[config.mk]
export PLATFORM = sky130hd
export DESIGN_NAME = mem_bus_ctrl
export DESIGN_NICKNAME = d
export VERILOG_FILES = /design/src/rtl/mem_bus_ctrl.sv
export SDC_FILE = /design/constraint.sdc
export NUM_CORES = 1
export LEC_CHECK = 0
export CORE_MARGIN = 2
export CORE_UTILIZATION = 25
export CTS_CLUSTER_DIAMETER = 30
export DETAILED_ROUTE_END_ITERATION = 10
export GPL_TIMING_DRIVEN = 0
export PLACE_DENSITY = 0.6
export SLEW_MARGIN = 25
export SYNTH_ARGS = -nofsm -noshare
export SYNTH_HDL_FRONTEND = slang
export SYNTH_SLANG_ARGS = --single-unit
[constraint.sdc]
create_clock -name clk -period 1.9 [get_ports clk]
set_input_delay 0.475 -clock clk [delete_from_list [all_inputs] [get_ports clk]]
set_output_delay 0.475 -clock clk [all_outputs]
set_load 0.01 [all_outputs]
[src/rtl/mem_bus_ctrl.sv]
`default_nettype none
// ----------------------------------------------------------------------------
// mem_bus_ctrl : processor data-port decoder with per-region wait states
// Revision     : 1.0
// ----------------------------------------------------------------------------
module mem_bus_ctrl #(
  parameter int              DATA_W      = 32,
  parameter int              ADDR_W      = 32,
  parameter int              NREG        = 3,
  parameter int              REGION_BITS = 14,
  parameter logic [4*NREG-1:0] WAIT_CFG  = 12'h210
) (
  input  logic                   clk,
  input  logic                   rst,
  input  logic                   req,
  input  logic                   we,
  input  logic [ADDR_W-1:0]      addr,
  input  logic [DATA_W-1:0]      wdata,
  output logic                   ready,
  output logic [DATA_W-1:0]      rdata,
  output logic                   err,
  output logic [7:0]             err_count,
  output logic [NREG-1:0]        en,
  output logic [ADDR_W-1:0]      offset,
  output logic [DATA_W-1:0]      wdata_o,
  input  logic [NREG*DATA_W-1:0] rd_data
);

  localparam int c_IDX_W = (NREG > 1) ? $clog2(NREG) : 1;
  localparam int c_NSLOT = 1 << c_IDX_W;

  typedef enum logic [1:0] {
    S_IDLE   = 2'd0,
    S_ACCESS = 2'd1,
    S_RESP   = 2'd2
  } state_t;

  state_t              r_state;
  state_t              w_next;

  logic                r_we;
  logic [c_IDX_W-1:0]  r_idx;
  logic [3:0]          r_wcnt;
  logic [REGION_BITS-1:0] r_offset;
  logic [DATA_W-1:0]   r_wdata;
  logic [DATA_W-1:0]   r_rdata;
  logic                r_unmapped;
  logic [7:0]          r_err_count;

  logic [ADDR_W-1:0]   w_idx_full;
  logic                w_mapped;
  logic [c_IDX_W-1:0]  w_idx;
  logic                w_strobe;
  logic [3:0]          w_wait [c_NSLOT];
  logic [DATA_W-1:0]   w_rd   [c_NSLOT];
  logic [NREG-1:0]     w_onehot;

  // The full upper address takes part in the compare so aliases above the map stay unmapped
  assign w_idx_full = addr >> REGION_BITS;
  assign w_mapped   = (w_idx_full < ADDR_W'(NREG));
  assign w_idx      = w_idx_full[c_IDX_W-1:0];
  assign w_strobe   = (r_state == S_ACCESS) && (r_wcnt == 4'd0);

  // Unused index slots are padded so every c_IDX_W-bit index selects a defined value
  for (genvar gi = 0; gi < c_NSLOT; gi++) begin : g_slot
    if (gi < NREG) begin : g_used
      assign w_wait[gi]   = WAIT_CFG[4*gi +: 4];
      assign w_rd[gi]     = rd_data[DATA_W*gi +: DATA_W];
      assign w_onehot[gi] = (r_idx == c_IDX_W'(gi));
    end else begin : g_pad
      assign w_wait[gi] = 4'd0;
      assign w_rd[gi]   = '0;
    end
  end

  always_ff @(posedge clk) begin
    if (!rst) begin
      r_state <= S_IDLE;
    end else begin
      r_state <= w_next;
    end
  end

  always_comb begin
    w_next = r_state;
    ready  = 1'b0;
    err    = 1'b0;
    en     = '0;
    case (r_state)
      S_IDLE: begin
        if (req) begin
          w_next = w_mapped ? S_ACCESS : S_RESP;
        end
      end
      S_ACCESS: begin
        if (w_strobe) begin
          w_next = S_RESP;
          if (r_we) begin
            en = w_onehot;
          end
        end
      end
      S_RESP: begin
        ready  = 1'b1;
        err    = r_unmapped;
        w_next = S_IDLE;
      end
      default: begin
        w_next = S_IDLE;
      end
    endcase
  end

  always_ff @(posedge clk) begin
    if (!rst) begin
      r_we        <= 1'b0;
      r_idx       <= '0;
      r_wcnt      <= 4'd0;
      r_offset    <= '0;
      r_wdata     <= '0;
      r_rdata     <= '0;
      r_unmapped  <= 1'b0;
      r_err_count <= 8'd0;
    end else begin
      case (r_state)
        S_IDLE: begin
          if (req) begin
            r_we       <= we;
            r_idx      <= w_idx;
            r_offset   <= addr[REGION_BITS-1:0];
            r_wdata    <= wdata;
            r_unmapped <= !w_mapped;
            if (w_mapped) begin
              r_wcnt <= w_wait[w_idx];
            end else begin
              r_wcnt  <= 4'd0;
              r_rdata <= '0;
              if (r_err_count != 8'hFF) begin
                r_err_count <= r_err_count + 8'd1;
              end
            end
          end
        end
        S_ACCESS: begin
          if (r_wcnt == 4'd0) begin
            if (!r_we) begin
              r_rdata <= w_rd[r_idx];
            end
          end else begin
            r_wcnt <= r_wcnt - 4'd1;
          end
        end
        default: begin
        end
      endcase
    end
  end

  assign rdata     = r_rdata;
  assign err_count = r_err_count;
  assign offset    = ADDR_W'(r_offset);
  assign wdata_o   = r_wdata;

endmodule
`default_nettype wire

==> reports/metrics.cfg <==
[clock_network]
cts_htree_levels=3
cts_num_sinks=96
cts.clk_slew.worst_paths_ns=0.07
numCtsBuffers=9
tritoncts=yes
cts_root_buffer=clkbuf_16
clk_latency_ns=0.35
cts_buffer_depth=2

[drt]
routed_via_density=4.44
drt_iter0_markers=150
num_vias=4645
wl_per_cell_um=15.1
dr.pass1.iters=5
drt-total-wl_mm=15.8
drcViolationCount=0
antenna_left=0

[grt]
antenna_found_initial=0
first_global_vias=4508
grt_usage_pct=16.6
grt-ovfl-total=0
grt_pass1_wl_mm=23.6
grt_max_degree=16

[place]
place.detailed.hpwl_mm=12.1
gp_congestion=0.826
post_dp_cell_area_mm2=0.00721
port_buffers=253

[setup_path]
crit-reg2reg-capture=r_wcnt[3]$_SDFFE_PN0P_
r2r-start=r_wcnt[0]$_SDFFE_PN0P_
crit_fanout=3
required_ns=1.42
reg2reg_depth=9
crit_buf_inv=2
cp_slowest_stage_delay_ns=0.33
end_kind=primary output
cp_slowest_cell=dfxtp_2
critical_path_class=reg2out
crit_family=simple AND/OR/NAND/NOR gates
crit_arrival_ns=1.66
worstSetupStartpointType=register
startpoint=r_wcnt[0]$_SDFFE_PN0P_
setup.worst_path.end=en[1]
path_cells=inv_2 -> ha_1 -> nor3b_4 -> nand2_2 -> nor4_4 -> buf_2
critical_path_depth=6
rrSetupSlack_ns=-0.01

[timing]
setup_viol=4
relSlewSlack_pct=61.4
hold_viol_final=0
fmax_ghz=0.468
layout_min_cycle_time_ns=2.14
slew_viol_final=0
worst_slack_ns=-0.235
tightest_slew_ns=0.579
grt_setup_unrepaired=true
period_share_pct=112
clock_skew_ns=0.00327

[synth]
synth_edf_count=0
synth_cell_types=40
synth.top_cells.by_area=dfxtp_1 (44%), nand2_1 (12%), mux2i_1 (7.9%)
synth_flop_cell=dfxtp_1
ys_seq_area_share_pct=44.3
yosys_warnings=0
syn_inst=520
async_flop_share_pct=0
synth.ff_latch_count=96
synth_top_area_share_pct=44.3
syn_area_mm2=0.00433
yosysTopAreaCell=dfxtp_1
avgSynthCellArea_um2=8.33

[floorplanning]
core_region_area_mm2=0.0171
dieWidth_um=136
rows=48
die-area_mm2=0.0184
ioPinCount=273
start_util_pct=25.3
die_y_um=136

[outcome]
status=finished with violations
failed_checks=negative setup slack

[power_and_ir_drop]
peakVddDrop_mv=0.453
power_density_mw_per_mm2=656
finalPower_mw=5.16
power.leakage_nw=2.90

[final_layout]
areaGrowthSynthToFinish_pct=81.3
final_area_mm2=0.00786
drive_gt1_share_pct=12.3
fin_nets=984
fill_cells=1725
antennaDiodeCount=0

[run]
drv_cap=0

[worst_hold_path]
hold_path_class=reg2reg

[final cells by class]
type / instances / area, µm² / share of cell area [%]
Timing Repair Buffer: 269 / 2640 / 33.6
Multi-Input combinational cell: 376 / 2260 / 28.7
Sequential cell: 96 / 1930 / 24.6
Buffer: 58 / 387 / 4.92
Tap cell: 225 / 282 / 3.58
Clock buffer: 12 / 256 / 3.26
Clock inverter: 4 / 76.3 / 0.971
Inverter: 7 / 26.3 / 0.334
[cell usage in the layout (no fill, tap or decap), drive strengths merged, types with 3 or more instances in the layout]
cell | synthesis | layout
a21oi | 55 | 55
or3 | 3 | 3
nor3b | 3 | 3
clkdlybuf4s50 | 0 | 246
o21ai | 41 | 41
ha | 3 | 3
a32o | 32 | 32
dfxtp | 96 | 96
nand2 | 141 | 141
mux2i | 34 | 34
nor2 | 10 | 10
buf | 34 | 53
nor3 | 3 | 3
clkbuf | 24 | 36
conb | 1 | 18
nand3 | 4 | 4
inv | 7 | 7
nor4 | 7 | 7
[Yosys cell counts, types with 3 or more instances]
cell / instances
nor4_1: 7
nand3_1: 4
dfxtp_1: 96
clkbuf_1: 24
a32o_1: 32
nand2_1: 141
buf_2: 11
o21ai_1: 6
or3_1: 3
o21ai_0: 35
buf_4: 19
buf_6: 3
mux2i_1: 34
a21oi_1: 55
inv_1: 6
ha_1: 3
nor2_1: 10
[logic make-up (layout without fill, tap and decap cells)]
family	after synthesis	in the layout	synth area share [%]
buffers and inverters	65	350	8.11
xor gates and xnor gates	3	3	0.606
DFF	96	96	44.3
AOI/OAI and AO/OA	136	136	20.1
adders and majority gates	3	3	0.866
and+or+nand+nor	182	182	18.1
other	1	18	0.0865
muxes	34	34	7.85
[registers in the layout (all words and copies together) (netlist names)]
name,cells
r_offset,14
wdata_o,32
r_wcnt,4
err_count,8
r_state,2
r_idx,2
r_we,1
r_unmapped,1
rdata,32
[power by group]
part / internal, mW / leakage, nW / switching [mW] / total [mW]
clock network: 1.23 / 0.159 / 0.801 / 2.03
registers: 2.08 / 0.785 / 0.0455 / 2.13
logic: 0.591 / 1.95 / 0.407 / 0.998
total: 3.90 / 2.90 / 1.25 / 5.16
[how the worst min path moves through the flow]
stage          slack (ns)  depth (start not counted)                      from                       end
6_report             0.45                          2  wdata_o[12]$_SDFFE_PN0P_  wdata_o[12]$_SDFFE_PN0P_
5_1_grt              0.47                          2  wdata_o[12]$_SDFFE_PN0P_  wdata_o[12]$_SDFFE_PN0P_
4_1_cts              0.45                          2   wdata_o[9]$_SDFFE_PN0P_   wdata_o[9]$_SDFFE_PN0P_
3_5_place_dp         0.45                          2   wdata_o[9]$_SDFFE_PN0P_   wdata_o[9]$_SDFFE_PN0P_
3_3_place_gp         0.44                          2  r_offset[2]$_SDFFE_PN0P_  r_offset[2]$_SDFFE_PN0P_
2_1_floorplan        0.45                          2         r_we$_SDFFE_PN0P_         r_we$_SDFFE_PN0P_
[worst register-to-register path, delay by kind of cell, from the launching register on]
family / cells / cell delay (ns)
buffers and inverters: 3 / 0.32
and+or+nand+nor: 3 / 0.48
xor gates and xnor gates: 1 / 0.15
adders and majority gates: 1 / 0.18
DFF: 1 / 0.34
AOI/OAI and AO/OA: 1 / 0.33
[per-stage QoR]
stage / worst slack [ns] / util, % / setup TNS [ns] / cells / hold WS, ns
after CTS: -0.310 / 45.1 / -0.758 / 1040 / 0.455
after global placement: -1.03 / 42.1 / -35.55 / 1015 / 0.441
after floorplan: 0.0170 / - / 0 / 537 / 0.450
final: -0.235 / 45.9 / -0.599 / 1047 / 0.455
after global routing: -0.311 / 45.9 / -1.01 / 1047 / 0.472
after detailed placement: -1.01 / 42.1 / -39.36 / 1015 / 0.446
[per-layer routing]
metal	wire, µm	vias to the layer above	global-route usage (%)
li1	-	2368	-
met1	6150	2062	18.1
met2	7500	202	28.8
met3	1940	13	7.37
met4	188	0	5.38
met5	0	-	0
[what timing repair did]
item | CTS | global route
gates resized for setup | 52 | 26
hold buffers | 0 | 0
setup endpoints to repair | 46 | 67
cloned | 0 | 2
pin swaps | 6 | 11
buffers inserted | 9 | 5
No activity file was read; power rests on OpenSTA's default activity.
